===== src/rtl/pipelined_adder.sv =====
// -----------------------------------------------------------------------------
// pipelined_adder
//
// Purpose:
//   Pipelined WIDTH-bit adder. The operands are split into SEG_W-bit segments.
//   Pipeline stage k adds segment k of A and B together with the carry that
//   stage k-1 registered. The upper operand segments that have not been added
//   yet move down the pipeline with their token in skew registers. The lower
//   sum segments that are already finished are carried forward to the last
//   stage. The last stage presents the full WIDTH-bit sum and the carry out.
//
//   A single global enable (advance) moves every stage one place at a time.
//   Tokens with valid=0 are bubbles. A bubble disappears only when it is
//   overwritten on an advance.
//
// Parameters:
//   WIDTH           operand and sum width; must be a multiple of SEG_W
//   SEG_W           segment width; STAGES = WIDTH/SEG_W
//
// Ports:
//   Clock_in        single clock; every flop updates on the rising edge
//   Reset_in        synchronous reset, active high
//   Data_in_A/B     operands
//   Data_in_C       carry-in
//   Data_in_Sub     (ADDSUB_EN only) 1 = compute A - B; Data_in_C is ignored
//   In_valid        operands valid
//   In_ready        block accepts operands this cycle (= !Out_valid | Out_ready)
//   Data_out_Sum    sum, modulo 2^WIDTH
//   Data_out_Carry  bit WIDTH of the full sum (for subtraction: 1 = no borrow)
//   Data_out_Ovf    (ADDSUB_EN only) signed two's-complement overflow
//   Out_valid       result valid
//   Out_ready       downstream accepts the result this cycle
//
// Build option:
//   ADDSUB_EN       define this macro to add the Data_in_Sub / Data_out_Ovf
//                   add/subtract mode. When it is undefined the block only adds.
// -----------------------------------------------------------------------------
module pipelined_adder #(
    parameter int WIDTH = 16,
    parameter int SEG_W = 4
) (
    input  logic             Clock_in,
    input  logic             Reset_in,
    input  logic [WIDTH-1:0] Data_in_A,
    input  logic [WIDTH-1:0] Data_in_B,
    input  logic             Data_in_C,
`ifdef ADDSUB_EN
    input  logic             Data_in_Sub,
    output logic             Data_out_Ovf,
`endif
    input  logic             In_valid,
    output logic             In_ready,
    output logic [WIDTH-1:0] Data_out_Sum,
    output logic             Data_out_Carry,
    output logic             Out_valid,
    input  logic             Out_ready
);

    localparam int STAGES = WIDTH / SEG_W;

    // Stage registers. Stage STAGES-1 is the output register.
    logic             valid_q [STAGES];
    logic             valid_d [STAGES];
    logic             carry_q [STAGES];
    logic             carry_d [STAGES];
    logic [WIDTH-1:0] sum_q   [STAGES];
    logic [WIDTH-1:0] sum_d   [STAGES];
    logic [WIDTH-1:0] a_q     [STAGES];
    logic [WIDTH-1:0] a_d     [STAGES];
    logic [WIDTH-1:0] b_q     [STAGES];
    logic [WIDTH-1:0] b_d     [STAGES];
`ifdef ADDSUB_EN
    logic             sub_q   [STAGES];
    logic             sub_d   [STAGES];
    logic             ovf_q;
    logic             ovf_d;
    logic             src_sub;
`endif

    logic             advance;
    logic [WIDTH-1:0] b_in_eff;
    logic             c_in_eff;

    // Source of each stage's inputs: the ports for stage 0, otherwise the
    // registers of the stage before it.
    logic             src_valid;
    logic             src_c;
    logic [WIDTH-1:0] src_a;
    logic [WIDTH-1:0] src_b;
    logic [WIDTH-1:0] src_sum;
    logic [SEG_W:0]   seg;
    int               kp;

    assign advance = !Out_valid || Out_ready;
    assign In_ready = advance;

    // Subtraction is computed as A + ~B + 1. B is inverted here, before it
    // enters the pipeline, so the skew registers hold the B that the adder
    // uses, and the last stage can read the sign bits directly.
`ifdef ADDSUB_EN
    assign b_in_eff = Data_in_Sub ? ~Data_in_B : Data_in_B;
    assign c_in_eff = Data_in_Sub ? 1'b1 : Data_in_C;
`else
    assign b_in_eff = Data_in_B;
    assign c_in_eff = Data_in_C;
`endif

    always_comb begin
        for (int k = 0; k < STAGES; k++) begin
            valid_d[k] = valid_q[k];
            carry_d[k] = carry_q[k];
            sum_d[k]   = sum_q[k];
            a_d[k]     = a_q[k];
            b_d[k]     = b_q[k];
`ifdef ADDSUB_EN
            sub_d[k]   = sub_q[k];
`endif
        end
`ifdef ADDSUB_EN
        ovf_d   = ovf_q;
        src_sub = 1'b0;
`endif
        src_valid = 1'b0;
        src_c     = 1'b0;
        src_a     = '0;
        src_b     = '0;
        src_sum   = '0;
        seg       = '0;
        kp        = 0;

        // When advance is 0, every stage keeps the value it already holds.
        if (advance) begin
            for (int k = 0; k < STAGES; k++) begin
                kp = (k == 0) ? 0 : k - 1;
                if (k == 0) begin
                    src_valid = In_valid;
                    src_c     = c_in_eff;
                    src_a     = Data_in_A;
                    src_b     = b_in_eff;
                    src_sum   = '0;
`ifdef ADDSUB_EN
                    src_sub   = Data_in_Sub;
`endif
                end else begin
                    src_valid = valid_q[kp];
                    src_c     = carry_q[kp];
                    src_a     = a_q[kp];
                    src_b     = b_q[kp];
                    src_sum   = sum_q[kp];
`ifdef ADDSUB_EN
                    src_sub   = sub_q[kp];
`endif
                end

                seg = {1'b0, src_a[k*SEG_W +: SEG_W]}
                    + {1'b0, src_b[k*SEG_W +: SEG_W]}
                    + {{SEG_W{1'b0}}, src_c};

                valid_d[k] = src_valid;
                carry_d[k] = seg[SEG_W];
                sum_d[k]   = src_sum;
                sum_d[k][k*SEG_W +: SEG_W] = seg[SEG_W-1:0];
                a_d[k]     = src_a;
                b_d[k]     = src_b;
`ifdef ADDSUB_EN
                sub_d[k]   = src_sub;
                // Signed overflow happens when both operands have the same
                // sign and the result has the other sign. The result MSB is
                // produced in this stage, so the flag is computed here.
                if (k == STAGES - 1) begin
                    ovf_d = (src_a[WIDTH-1] == src_b[WIDTH-1]) &&
                            (seg[SEG_W-1] != src_a[WIDTH-1]);
                end
`endif
            end
        end
    end

    always_ff @(posedge Clock_in) begin
        if (Reset_in) begin
            for (int k = 0; k < STAGES; k++) begin
                valid_q[k] <= 1'b0;
                carry_q[k] <= 1'b0;
                sum_q[k]   <= '0;
                a_q[k]     <= '0;
                b_q[k]     <= '0;
`ifdef ADDSUB_EN
                sub_q[k]   <= 1'b0;
`endif
            end
`ifdef ADDSUB_EN
            ovf_q <= 1'b0;
`endif
        end else begin
            for (int k = 0; k < STAGES; k++) begin
                valid_q[k] <= valid_d[k];
                carry_q[k] <= carry_d[k];
                sum_q[k]   <= sum_d[k];
                a_q[k]     <= a_d[k];
                b_q[k]     <= b_d[k];
`ifdef ADDSUB_EN
                sub_q[k]   <= sub_d[k];
`endif
            end
`ifdef ADDSUB_EN
            ovf_q <= ovf_d;
`endif
        end
    end

    assign Out_valid      = valid_q[STAGES-1];
    assign Data_out_Sum   = sum_q[STAGES-1];
    assign Data_out_Carry = carry_q[STAGES-1];
`ifdef ADDSUB_EN
    assign Data_out_Ovf   = ovf_q;
`endif

endmodule


===== config.mk =====
export PLATFORM = sky130hd
export DESIGN_NAME = pipelined_adder
export DESIGN_NICKNAME = d
export VERILOG_FILES = /design/src/rtl/pipelined_adder.sv
export SDC_FILE = /design/constraint.sdc
export NUM_CORES = 1
export LEC_CHECK = 0
export ABC_AREA = 1
export BUFFER_PORTS_ARGS = -buffer_cell sky130_fd_sc_hd__buf_2
export CORE_UTILIZATION = 55
export CTS_BUF_LIST = sky130_fd_sc_hd__clkbuf_16
export DETAILED_ROUTE_END_ITERATION = 16
export PLACE_DENSITY = 0.89
export SYNTH_ARGS = -nofsm -noshare
export SYNTH_HDL_FRONTEND = slang
export SYNTH_SLANG_ARGS = --single-unit

===== constraint.sdc =====
create_clock -name Clock_in -period 1.95 [get_ports Clock_in]
set_input_delay 0.39 -clock Clock_in [delete_from_list [all_inputs] [get_ports Clock_in]]
set_output_delay 0.39 -clock Clock_in [all_outputs]
set_load 0.02 [all_outputs]

* Word-level counts from Yosys, hierarchy flattened *
Memories as Yosys holds them, arrays and structs flattened.
Index checks and enable logic that the tools add are counted.

cells by class
  $add $sub $neg = 8
  multiply operators = 0
  div/mod/pow operators = 0
  magnitude comparators = 0
  eq/ne operators = 1
  shift operators = 0
  multiplexer cells = 40
  bitwise gates (word level) = 20
  reductions and logical operators = 3

operator list
  cell                  count
  $mux W16              20
  $mux W64              3
  $add A4 B4 Y5         4
  $add A5 B1 Y5         4
  $or A1 B1 Y1          20
  $mux W1               15
  $mux W4               2
  $reduce_and A2 Y1     1
  $logic_not A1 Y1      1
  $logic_or A1 B1 Y1    1
  $ne A1 B1 Y1 const B  1

word-level totals
  bits in registers = 0
  bits in latches = 0
  bits in writable memories = 200
  memory bits (read-only) = 0
  bits of input ports = 37
  output and inout port bits = 19
  logic and storage cells = 77
  memories = 5

memory list
  name     depth  width  rd ports  clocked after Yosys merged registers in  write ports  line  source
  a_q      4      16     3         0                                        4            68    logic [WIDTH-1:0] a_q [STAGES];
  b_q      4      16     3         0                                        4            70    logic [WIDTH-1:0] b_q [STAGES];
  sum_q    4      16     4         0                                        4            66    logic [WIDTH-1:0] sum_q [STAGES];
  carry_q  4      1      4         0                                        4            64    logic carry_q [STAGES];
  valid_q  4      1      4         0                                        4            62    logic valid_q [STAGES];

* Logic depth before layout (Yosys ltp) *
  depth in word-level cells = 7
  depth in mapped cells = 8
  depth with buffers taken out = 7

* Worst setup path after synthesis *
OpenSTA, ideal clock, no wires.

  kind = register to register
  start point = memory b_q[2][12] (netlist: b_q[0][44])
  end point = memory sum_q[3][14]
  library setup time = 0.127 ns
  arrival = 1.394 ns
  data required time = 1.823 ns
  path slack = 0.429 ns
  stages on the path, launching flop included = 5
  buffers on the path = 0
  clock period less this slack = 1.521 ns
  cells stage by stage = dfxtp_1 -> fa_1 -> fa_1 -> xnor2_1 -> a21oi_1

RTL lines
  what                line
  start: declaration  70
  end: declaration    66

==> results.json <==
{
  "status": "complete, no violations",
  "synth_fp_nets": 556,
  "use_met2_pct": 38.89,
  "post-dp-hpwl_microns": 4640,
  "layout-drive-gt1-share_pct": 14.34,
  "placed_cells": 624,
  "top_usage_layer": "met2",
  "instances_no_fill": 640,
  "period_share_pct": 92.88,
  "timing.final.ws_setup_ns": 0.1388,
  "place_congestion": 0.7758,
  "wire_per_inst_microns": 11.29,
  "core_area_sq_um": 6869,
  "dp_slack_ns": 0.2825,
  "htree_levels": 3,
  "ctsResizeCount": 0,
  "hold-worst-slack_ns": 0.2309,
  "synth_seq_area_share_pct": 48.64,
  "synth_area_leaders": "dfxtp_1 (49%), nor2_1 (15%), o21ai_0 (11%), fa_1 (4.1%), ha_1 (3.8%)",
  "clock_path_buffers": 2,
  "ys_types": 19,
  "postCtsHoldBufs": 0,
  "fin_nets": 596,
  "layout_common_cells": "nor2_1 (158), dfxtp_1 (96), o21ai_0 (85), buf_2 (55), inv_1 (31)",
  "yosys_warnings": 0,
  "finalSetupViolCount": 0,
  "chipWidth_microns": 86.76,
  "synth_top_area_cell": "dfxtp_1",
  "viasPerCell": 4.992,
  "num_antenna_cells": 0,
  "postRouteAntennaNets": 0,
  "required_ns": 1.56,
  "worstMarginPinSlew_ns": 0.4956,
  "cts_setup_buffers": 0,
  "first_pass_iters": 5,
  "skew_ns": 0.006442,
  "grt_pass1_wl_microns": 12490,
  "vias": 3195,
  "first_global_vias": 3005,
  "routed_wl_microns": 7226,
  "hold_viol": 0,
  "power.leakage_uw": 0.002273,
  "numCtsBuffers": 9,
  "gr-usage-all-layers_pct": 21.00,
  "arrival_ns": 1.42,
  "die-area_sq_um": 7527,
  "syn-cell-area_sq_um": 3951,
  "clock-sinks": 96,
  "power_density_nw_per_um2": 936.4,
  "rsz0062_at_grt": "no",
  "syn_inst": 499,
  "met3_usage_pct": 3.619,
  "clk_pin_slew_ns": 0.07,
  "ff2ff_setup_slack_ns": 0.32,
  "layout_commonest_cell": "nor2_1",
  "first_iter_violations": 103,
  "std_cell_rows": 30,
  "hp-class": "input port to flip-flop",
  "dieHeight_microns": 86.76,
  "antenna_found_initial": 0,
  "max_freq_ghz": 0.5521,
  "cp-start-kind": "flip-flop",
  "slew_headroom_pct": 66.91,
  "root_buffer": "clkbuf_16",
  "portBuffers": 55,
  "fin_crit_ns": 1.811,
  "drc_errors": 0,
  "num-fill-cells": 578,
  "avgSynthCellArea_sq_um": 7.918,
  "critical_path_class": "flip-flop to primary output",
  "area_growth_pct": 13.96,
  "synthDominantCellAreaShare_pct": 48.64,
  "num_io_pins": 56,
  "peakVddDrop_uv": 627.0,
  "setup_tns_ns": 0,
  "cp_max_fo": 30,
  "cts_tree": "yes",
  "yosys_register_bits": 96,
  "grt_max_degree": 90,
  "maxCapViolations": 0,
  "cp-end-kind": "primary output",
  "grt-ovfl-total": 0,
  "use_met1_pct": 23.74,
  "initial_core_util_pct": 57.52,
  "clk_latency_ns": 0.34,
  "drv_slew": 0
}
[state kept, by name (all words and copies together), names as in the netlist]
register / flops
a_q: 24
b_q: 24
carry_q: 4
sum_q: 40
valid_q: 4
[cell usage after synthesis]
master,count
nand2_1,22
nand3_1,16
o21ai_0,85
buf_6,9
fa_1,8
a21oi_1,21
nor2_1,158
dfxtp_1,96
nor2_4,1
clkbuf_8,1
buf_2,3
inv_1,32
o21ai_1,13
clkbuf_1,16
inv_2,1
ha_1,12
buf_4,1
xnor2_1,1
xor2_1,3
[layout make-up]
cell class	instances	area [sq um]	area share, %
flip-flops and latches	96	1922	42.68
clock buffers	9	225.2	5.001
inverters	33	123.9	2.751
multi-input cells	340	1708	37.93
repair buffers	59	342.8	7.613
clock inverters	7	61.31	1.361
well taps	96	120.1	2.667
[worst paths after layout]
| kind | endpoint | start | cells after the start |
|---|---|---|---|
| max reg2reg | carry_q[2] | b_q[0][24] | 6 |
| min | valid_q[3] | Reset_in | 2 |
| min reg2reg | valid_q[2] | valid_q[2] | 2 |
| max | In_ready | valid_q[3] | 4 |
[layer usage]
layer | routed length, microns | vias to the layer above | share of wire, %
li1 | - | 1681 | -
met5 | 0 | - | 0
met3 | 217 | 11 | 3.0
met4 | 104 | 0 | 1.4
met2 | 3677 | 57 | 51
met1 | 3227 | 1446 | 45
[critical path, cell delays in order, from the launching register on]
cell	delay [ns]
dfxtp_1	0.31
inv_1	0.09
nor2_4	0.05
inv_2	0.37
buf_2	0.27
[power by group]
| group | internal (uW) | switching (uW) |
|---|---|---|
| Combinational | 161 | 233 |
| Clock | 886 | 770 |
| Sequential | 2100 | 69.5 |
[logic make-up (layout without fill, tap and decap cells)]
group	after synthesis	after routing	share of synthesized area, %
AOI/OAI and AO/OA	119	119	15.07
xor gates and xnor gates	4	4	0.8868
adders and majority gates	20	20	7.853
buffers and inverters	63	108	8.138
DFF	96	96	48.64
and+or+nand+nor	197	197	19.41
[through the flow]
step	utilization (%)	cell area, sq um	total power (uW)
floorplan	-	3951	2478
global placement	61.38	4217	2580
detailed placement	61.38	4217	2603
CTS	65.56	4503	4244
global route	65.56	4503	4414
finish	65.56	4503	4217
No activity file was read; power rests on OpenSTA's default activity.
